## src/rtl/vproj_segmenter.sv

```systemverilog
// Column/row occupancy projection of a binary frame, scanned after vsync fall
// into up to MAX_SEG horizontal segments plus the vertical extent.

module vproj_seg_slot (
  input  logic        pixelclk,
  input  logic        reset_n,
  input  logic        clr,
  input  logic        wr,
  input  logic        pub,
  input  logic [11:0] beg,
  input  logic [11:0] fin,
  output logic [11:0] seg_l,
  output logic [11:0] seg_r
);
  logic [11:0] work_l, work_r;

  // Working copy is filled during the column scan; the public copy only moves on publish.
  always_ff @(posedge pixelclk or negedge reset_n) begin
    if (!reset_n) begin
      work_l <= '0;
      work_r <= '0;
      seg_l  <= '0;
      seg_r  <= '0;
    end else begin
      if (clr) begin
        work_l <= '0;
        work_r <= '0;
      end else if (wr) begin
        work_l <= beg;
        work_r <= fin;
      end
      if (pub) begin
        seg_l <= work_l;
        seg_r <= work_r;
      end
    end
  end
endmodule

module vproj_segmenter #(
  parameter int IMG_WIDTH      = 640,
  parameter int IMG_HEIGHT     = 480,
  parameter int IMG_WIDTH_DATA = 8,
  parameter int MAX_SEG        = 8,
  parameter int BORDER         = 6,
  parameter int MIN_WIDTH      = 1,
  parameter int FG_ZERO        = 1
) (
  input  logic                      pixelclk,
  input  logic                      reset_n,
  input  logic [IMG_WIDTH_DATA-1:0] i_binary,
  input  logic                      i_hs,
  input  logic                      i_vs,
  input  logic                      i_de,
  input  logic [11:0]               i_hcount,
  input  logic [11:0]               i_vcount,
  output logic [12*MAX_SEG-1:0]     o_seg_l,
  output logic [12*MAX_SEG-1:0]     o_seg_r,
  output logic [4:0]                o_seg_cnt,
  output logic                      o_overflow,
  output logic [11:0]               o_vtop,
  output logic [11:0]               o_vbot,
  output logic                      o_valid,
  output logic                      o_busy
);
  localparam int CW = (IMG_WIDTH  > 1) ? $clog2(IMG_WIDTH)  : 1;
  localparam int RW = (IMG_HEIGHT > 1) ? $clog2(IMG_HEIGHT) : 1;
  localparam logic [11:0] W_LAST = 12'(IMG_WIDTH - 1);
  localparam logic [11:0] H_LAST = 12'(IMG_HEIGHT - 1);

  typedef enum logic [2:0] {WAIT_VS, ACCUM, SCAN_H, SCAN_V, DONE} state_t;
  state_t state_q, state_d;

  logic                  vs_r, vs_rise, vs_fall;
  logic [IMG_WIDTH-1:0]  colflag;
  logic [IMG_HEIGHT-1:0] rowflag;
  logic [11:0]           idx;
  logic                  prev;
  logic [11:0]           run_start;
  logic [4:0]            work_cnt;
  logic                  work_ovf;
  logic                  vfound;
  logic [11:0]           vtop_w, vbot_w;

  logic                  pix_on, fg;
  logic                  cflag, rflag, h_last, v_last;
  logic                  scan_clr, publish;
  logic                  run_close, run_ok, seg_store, seg_drop;
  logic [11:0]           run_beg, run_end;
  logic [12:0]           run_len;
  logic [11:0]           vtop_nx, vbot_nx;
  logic [MAX_SEG-1:0]    slot_wr;
  logic [MAX_SEG-1:0][11:0] seg_l, seg_r;
  logic                  unused_hs;

  assign unused_hs = i_hs;
  assign vs_rise   = i_vs & ~vs_r;
  assign vs_fall   = ~i_vs & vs_r;

  assign pix_on = (FG_ZERO != 0) ? (i_binary == '0) : (i_binary != '0);
  // Range check before indexing so out-of-range counts never alias onto a flag.
  assign fg = i_de && pix_on &&
              ({1'b0, i_hcount} >= 13'(BORDER)) && ({1'b0, i_hcount} < 13'(IMG_WIDTH)) &&
              ({1'b0, i_vcount} >= 13'(BORDER)) && ({1'b0, i_vcount} < 13'(IMG_HEIGHT));

  assign cflag  = colflag[idx[CW-1:0]];
  assign rflag  = rowflag[idx[RW-1:0]];
  assign h_last = (idx == W_LAST);
  assign v_last = (idx == H_LAST);

  always_comb begin
    state_d  = state_q;
    scan_clr = 1'b0;
    case (state_q)
      WAIT_VS: if (vs_rise) state_d = ACCUM;
      ACCUM: begin
        if (vs_fall) begin
          state_d  = SCAN_H;
          scan_clr = 1'b1;
        end
      end
      SCAN_H:  if (h_last) state_d = SCAN_V;
      SCAN_V:  if (v_last) state_d = DONE;
      DONE:    state_d = WAIT_VS;
      default: state_d = WAIT_VS;
    endcase
  end

  always_ff @(posedge pixelclk or negedge reset_n) begin
    if (!reset_n) state_q <= WAIT_VS;
    else          state_q <= state_d;
  end

  // A run closes on a 1->0 transition, or is forced closed at the last column.
  always_comb begin
    run_close = (state_q == SCAN_H) && ((!cflag && prev) || (cflag && h_last));
    run_end   = cflag ? idx : (idx - 12'd1);
    run_beg   = (cflag && !prev) ? idx : run_start;
    run_len   = {1'b0, run_end} - {1'b0, run_beg} + 13'd1;
    run_ok    = run_close && (run_len >= 13'(MIN_WIDTH));
    seg_store = run_ok && (work_cnt < 5'(MAX_SEG));
    seg_drop  = run_ok && !(work_cnt < 5'(MAX_SEG));
    publish   = (state_q == SCAN_V) && v_last;
    vtop_nx   = (rflag && !vfound) ? idx : vtop_w;
    vbot_nx   = rflag ? idx : vbot_w;
  end

  always_ff @(posedge pixelclk or negedge reset_n) begin
    if (!reset_n) begin
      vs_r       <= 1'b0;
      colflag    <= '0;
      rowflag    <= '0;
      idx        <= '0;
      prev       <= 1'b0;
      run_start  <= '0;
      work_cnt   <= '0;
      work_ovf   <= 1'b0;
      vfound     <= 1'b0;
      vtop_w     <= '0;
      vbot_w     <= '0;
      o_seg_cnt  <= '0;
      o_overflow <= 1'b0;
      o_vtop     <= '0;
      o_vbot     <= '0;
      o_valid    <= 1'b0;
      o_busy     <= 1'b0;
    end else begin
      vs_r    <= i_vs;
      o_valid <= publish;
      o_busy  <= (state_d != ACCUM);

      if (state_q == ACCUM && fg) begin
        colflag[i_hcount[CW-1:0]] <= 1'b1;
        rowflag[i_vcount[RW-1:0]] <= 1'b1;
      end

      if (scan_clr) begin
        idx       <= '0;
        prev      <= 1'b0;
        run_start <= '0;
        work_cnt  <= '0;
        work_ovf  <= 1'b0;
        vfound    <= 1'b0;
        vtop_w    <= '0;
        vbot_w    <= '0;
      end

      // Clearing each flag as it is read leaves both arrays empty for the next frame.
      if (state_q == SCAN_H) begin
        colflag[idx[CW-1:0]] <= 1'b0;
        prev <= cflag;
        idx  <= h_last ? 12'd0 : idx + 12'd1;
        if (cflag && !prev) run_start <= idx;
        if (seg_store)      work_cnt  <= work_cnt + 5'd1;
        if (seg_drop)       work_ovf  <= 1'b1;
      end

      if (state_q == SCAN_V) begin
        rowflag[idx[RW-1:0]] <= 1'b0;
        idx <= v_last ? 12'd0 : idx + 12'd1;
        if (rflag) begin
          vbot_w <= idx;
          if (!vfound) begin
            vtop_w <= idx;
            vfound <= 1'b1;
          end
        end
      end

      if (publish) begin
        o_seg_cnt  <= work_cnt;
        o_overflow <= work_ovf;
        o_vtop     <= vtop_nx;
        o_vbot     <= vbot_nx;
      end
    end
  end

  for (genvar k = 0; k < MAX_SEG; k++) begin : g_slot
    assign slot_wr[k] = seg_store && (work_cnt == 5'(k));
    vproj_seg_slot u_slot (
      .pixelclk (pixelclk),
      .reset_n  (reset_n),
      .clr      (scan_clr),
      .wr       (slot_wr[k]),
      .pub      (publish),
      .beg      (run_beg),
      .fin      (run_end),
      .seg_l    (seg_l[k]),
      .seg_r    (seg_r[k])
    );
  end

  assign o_seg_l = seg_l;
  assign o_seg_r = seg_r;
endmodule

```

## config.mk

```make
export PLATFORM = sky130hd
export DESIGN_NAME = vproj_segmenter
export DESIGN_NICKNAME = d
export VERILOG_FILES = /design/src/rtl/vproj_segmenter.sv
export SDC_FILE = /design/constraint.sdc
export NUM_CORES = 2
export LEC_CHECK = 0
export ABC_AREA = 0
export BUFFER_PORTS_ARGS = -buffer_cell sky130_fd_sc_hd__clkbuf_2
export CORE_UTILIZATION = 40
export DETAILED_ROUTE_END_ITERATION = 12
export GPL_TIMING_DRIVEN = 0
export HOLD_SLACK_MARGIN = 0.1
export RECOVER_POWER = 100
export SYNTH_ARGS = -nofsm -noshare
export SYNTH_HDL_FRONTEND = slang
export SYNTH_SLANG_ARGS = --single-unit
```

## constraint.sdc

```tcl
create_clock -name pixelclk -period 8.95 [get_ports pixelclk]
set_clock_uncertainty 0.15 [all_clocks]
set_input_delay 1.79 -clock pixelclk [delete_from_list [all_inputs] [get_ports pixelclk]]
set_output_delay 1.79 -clock pixelclk [all_outputs]
set_load 0.01 [all_outputs]
```

Word-level counts from Yosys, hierarchy flattened --
Index checks and enable logic that the tools add are counted. W data, S select, Z words.
Cells by class: add/sub/neg operators 5, order comparisons 14, equality and inequality tests 13, multiplexer cells 86, bitwise logic cells 10, reductions and logical operators 45
Operator list (number):
- $mux W640 | 2
- $mux W480 | 2
- $and A640 B640 Y640 | 1
- $not A640 Y640 | 1
- $or A640 B640 Y640 | 1
- $mux W12 | 51
- $and A480 B480 Y480 | 1
- $not A480 Y480 | 1
- $or A480 B480 Y480 | 1
- $logic_and A1 B1 Y1 | 27
- $ge A12 B3 Y1 const B | 2
- $lt A10 B11 Y1 const B | 2
- $demux W1 S10 | 2
- $eq A5 B3 Y1 const B | 4
- $ge A10 B1 Y1 const B | 2
- $lt A9 B10 Y1 const B | 2
- $demux W1 S9 | 2
- $ge A9 B1 Y1 const B | 2
- $reduce_bool A2 Y1 | 9
- $mux W1 | 17
- $mux W5 | 3
- $add A13 B1 Y13 const B | 1
- $ge A13 B1 Y1 const B | 1
- $sub A12 B12 Y13 | 1
- other kinds (25) | 35
Word-level totals: flip-flop bits (word level) 1596, bits of input ports 37, output and inout port bits 224, word-level logic and storage cells 223

Longest topological paths before layout --
depth in word-level cells 12, depth in mapped cells 33, gate-level depth less buffers 23

Hierarchy --
From an unflattened synthesis, not the netlist that was laid out.
Unflattened totals: cell total of the unflattened synthesis 6366, area, all modules 72613.4 µm²
Modules (own cells, without submodules):
- vproj_segmenter | times used 1, cells an instance 5342, area an instance 56828.3 µm², seq. area each 30329.1 µm²
- vproj_seg_slot | times used 8, cells an instance 128, area an instance 1973.1 µm², seq. area each 1201.2 µm²

Worst setup path before layout --
No wires, ideal clock.
path type reg-to-reg, start point register idx[0], end point register g_slot[3].u_slot.work_r[10], setup time 99 ps, data arrival time 7066 ps, data required time 8701 ps, setup slack 1635 ps, stages on the path, launching flop included 30, buffers on the path 6, clock period less this slack 7315 ps, cells stage by stage dfrtp_1 -> buf_6 -> buf_6 -> buf_6 -> buf_6 -> mux2i_1 -> a22oi_1 -> nand2_1 -> o311a_1 -> a211oi_1 -> o22ai_2 -> o41ai_1 -> buf_4 -> mux2i_1 -> inv_1 -> ha_1 -> inv_1 -> ha_1 -> fa_1 -> a21oi_1 -> o21ai_0 -> a21oi_1 -> xnor2_1 -> a2111oi_0 -> o2111ai_1 -> nor2_1 -> or3_1 -> buf_2 -> nor2_1 -> a311oi_1
Between the ends: longest elaborated chain between the ends 11, elaborated cells between the ends (all ways) 21, classes of those cells add/sub: 3; order compare: 1; eq/ne: 1; mux: 6; reduce/logical: 10
RTL lines:
- from (decl) | line 77 | logic [11:0] idx;
- from (signal assigned) | line 192 | idx <= h_last ? 12'd0 : idx + 12'd1;
- from (signal assigned) | line 200 | idx <= v_last ? 12'd0 : idx + 12'd1;
- $bmux W1 S10 | line 106 | assign cflag = colflag[idx[CW-1:0]];
- $mux W1 (implied by the code) | line 106
- $logic_and A1 B1 Y1 | line 138 | run_beg = (cflag && !prev) ? idx : run_start;
- $mux W12 | line 138
- $sub A12 B12 Y13 | line 139 | run_len = {1'b0, run_end} - {1'b0, run_beg} + 13'd1;
- $add A13 B1 Y13 | line 139
- $ge A13 B1 Y1 | line 140 | run_ok = run_close && (run_len >= 13'(MIN_WIDTH));
- $logic_and A1 B1 Y1 | line 140
- $logic_and A1 B1 Y1 | line 141 | seg_store = run_ok && (work_cnt < 5'(MAX_SEG));
- $logic_and A1 B1 Y1 | line 220 | assign slot_wr[k] = seg_store && (work_cnt == 5'(k));
- $reduce_bool A2 Y1 (no line)
- to (signal assigned) | line 30 | work_r <= fin;
- to (decl) | line 15 | logic [11:0] work_l, work_r;
Parallel ways exist; a longest one is shown, timed or not. The select of a mux whose other input is x is not followed. A chain may end at the register's enable or synchronous reset.

Final worst setup path --
start point register idx[3], end point register g_slot[3].u_slot.work_l[5]
Between the ends: longest elaborated chain between the ends 11, elaborated cells between the ends (all ways) 21, classes of those cells add/sub: 3; order compare: 1; eq/ne: 1; mux: 6; reduce/logical: 10
RTL lines:
- $bmux W1 S10 | line 106
- $mux W1 (implied by the code) | line 106
- $logic_and A1 B1 Y1 | line 138
- $mux W12 | line 138
- $sub A12 B12 Y13 | line 139
- $add A13 B1 Y13 | line 139
- $ge A13 B1 Y1 | line 140
- $logic_and A1 B1 Y1 | line 140
- $logic_and A1 B1 Y1 | line 141
- $logic_and A1 B1 Y1 | line 220
- $reduce_bool A2 Y1 (no line)
- to (signal assigned) | line 29 | work_l <= beg;
- to (decl) | line 15
Parallel ways exist; a longest one is shown, timed or not. The select of a mux whose other input is x is not followed.

==> flow_summary.yaml <==
routing:
  avgViaCountPerCell: 6.83
  drt_iter0_drc: 12359
  num_vias: 67821
  final_antenna_net_count: 0
  drc: 0
  wl_mm: 375
  first_pass_iters: 9
  wl_per_cell_um: 37.8
sta:
  fmax_ghz: 0.110
  setup_violations: 16
  slew_violations: 893
  whs_ns: 0.311
  fin_crit_ns: 9.07
  rsz0062_at_grt: "no"
  post-route-worst-setup-slack_ns: -0.123
  relSlewSlack_pct: -183
  hold_viol: 0
  worst_pin_slew_ns: 4.25
  post-route-period-util_pct: 101
layout:
  finalNetCount: 7485
  multi_input_area_sq_um: 29500
  seq_area_sq_um: 39900
  num-fill-cells: 16571
  drive_above_1_share_pct: 13.1
  final_util_pct: 47.4
  areaGrowthSynthToFinish_pct: 17.4
floorplanning:
  ioPinCount: 261
  dieArea_sq_um: 180000
  start_util_pct: 40.4
  rows: 154
  core_area_sq_um: 177000
  die_x_um: 425
  die_height_um: 425
setup_path:
  crit_path_end_kind: "flop"
  arrival_ns: 9.60
  startpoint: "idx[3]"
  path_class: "flop to flop"
  reg2reg_from: "idx[3]"
  critPathLaunchType: "flop"
  required_ns: 9.48
  critPathMaxFanout: 10
clock_tree:
  path_clk_slew_ns: 0.06
  cts_buffers: 174
  cts_tree: "built"
  cts_buffer_depth: 3
  cts_root_buffer: "clkbuf_16"
  cts_sinks: 1596
  clkLatencyLatePin_ns: 0.87
  h-tree-depth: 4
synth:
  synth_cell_types: 79
  syn_avg_cell_area_sq_um: 10.4
  netlist_area_sq_um: 71500
  ys_seq_elements: 1596
  synth_top_area_cell: "dfrtp_1"
  synth_edf_count: 0
  async_flop_share_pct: 100
  synth.area.top_cells: "dfrtp_1 (56%), a21oi_1 (16%), mux4_2 (8.4%)"
  syn_nets: 6924
  syn_inst: 6854
  yosysWarnings: 0
  synth.top_cell.area_share_pct: 55.9
  synth_ff_type: "dfrtp_1"
  synth-seq-area-share_pct: 55.9
grt:
  grt_pass1_wl_mm: 510
  gr-usage-all-layers_pct: 40.8
  grt_pass1_vias: 63373
  grt_overflow_total: 0
  grt_antenna_before_repair: 21
  grt_max_degree: 116
power_and_ir_drop:
  leakage_nw: 37.9
  peakVddDrop_mv: 0.212
  powerDensity_nw_per_um2: 252
place:
  port_buffers: 251
  place_congestion: 1.13
  place.detailed.hpwl_mm: 258
job:
  drv_cap: 42
outcome:
  status: "complete, but fails checks"
  violations: "capacitance limit, slew limit, setup timing"
min_path:
  hold_class: "flop to flop"
  hold_start: "g_slot[3].u_slot.work_l[3]"
==> cells in the final DEF (no fill, tap or decap), drive strengths merged, types with 151 or more instances in the layout <==
cell,netlist,layout
nor3,152,152
nor2,315,315
clkbuf,462,1003
a21oi,2288,2288
o21ai,151,151
buf,122,243
dfrtp,1596,1596
mux4,268,268
mux2i,174,174
nand2,752,752
==> cells by family after synthesis <==
group / Yosys count / share of synthesized area, %
DFF: 1596 / 55.9
muxes: 443 / 10.9
buffers and inverters: 624 / 3.70
and+or+nand+nor: 1459 / 8.82
AOI/OAI and AO/OA: 2683 / 19.9
xor gates and xnor gates: 16 / 0.196
adders and majority gates: 33 / 0.588
==> metrics by stage <==
| step | std cells | area, sq um | setup WS (ns) | setup TNS, ns | total power, mW |
|---|---|---|---|---|---|
| floorplan | 6854 | 71500 | 1.63 | 0 | 10.4 |
| global placement | 9445 | 75600 | -34.12 | - | 13.0 |
| detailed placement | 9569 | 78000 | -2.09 | -352.76 | 13.3 |
| CTS | 9891 | 83900 | 0.0182 | 0 | 20.6 |
| global route | 9899 | 83800 | 0.0101 | 0 | 21.4 |
| finish | 9923 | 83900 | -0.123 | -1.14 | 21.1 |
==> worst max-delay path: stages (launching register included) <==
cell,delay [ns]
dfrtp_1,0.86
and2_0,1.22
buf_2,0.68
a221oi_1,0.18
o32ai_1,0.35
a211o_1,0.29
o21ai_4,0.09
buf_12,0.15
o41ai_4,0.33
buf_6,0.25
mux2i_2,0.62
buf_6,0.24
ha_1,0.24
ha_1,0.37
a211o_1,0.33
nor3_1,0.13
o21ai_0,0.16
a41oi_1,0.28
xor2_1,0.23
or2_2,0.14
buf_1,0.30
o2111a_1,0.39
buf_2,0.32
clkbuf_1,0.41
a21oi_1,0.14
==> where the power goes <==
part | switching, mW | internal, mW
Clock | 3.25 | 4.15
Combinational | 4.51 | 1.73
Sequential | 0.128 | 7.37
Total | 7.89 | 13.3
==> timing repair <==
action	CTS	global route
endpoints found under the setup margin	197	197
hold buffers	0	0
resized for setup	68	76
pin swaps	2	4
gates cloned	0	0
buffers inserted	5	4
==> registers in the layout (all words and copies together), names as in the netlist, 96 cells and up <==
signal	flops
colflag	640
g_slot.u_slot.seg_l	96
g_slot.u_slot.seg_r	96
g_slot.u_slot.work_l	96
g_slot.u_slot.work_r	96
rowflag	480
==> area by class of cell <==
cell class	count	share of cell area (%)
clock buffer	279	6.21
sequential	1596	47.6
buffer	581	3.32
timing repair buffer	388	3.29
antenna	27	0.0805
clock inverter	38	0.619
tap	2340	3.49
inverter	40	0.179
multi-input combinational	4634	35.2
==> synthesized netlist by cell type (all sizes together) (55+ instances only) <==
library cell  number
a21oi           2288
dfrtp           1596
nand2            752
clkbuf           462
nor2             315
mux4             268
mux2i            174
nor3             152
o21ai            151
buf              122
nand3             98
a22oi             64
a211oi            55
==> final timing paths <==
path | to | slack [ns] | cells past startpoint
min in group asynchronous | g_slot[5].u_slot.seg_l[4] | 2.30 | 1
min | g_slot[3].u_slot.seg_l[3] | 0.31 | 2
max | g_slot[3].u_slot.work_l[5] | -0.12 | 24
max reg2reg | g_slot[3].u_slot.work_l[5] | -0.12 | 24
max in group asynchronous | rowflag[344] | 1.28 | 5
min reg2reg | g_slot[3].u_slot.seg_l[3] | 0.31 | 2
==> per-layer routing <==
metal / global-route usage (%) / share of wire, % / up-vias / routed length, um
met5: 1.08 / 0.18 / - / 661
met4: 31.1 / 9.5 / 34 / 35700
met3: 19.9 / 16 / 1785 / 59700
met2: 55.0 / 40 / 6239 / 149000
met1: 49.8 / 35 / 33842 / 130000
li1: - / - / 25921 / -
(Power assumes the default switching activity.)
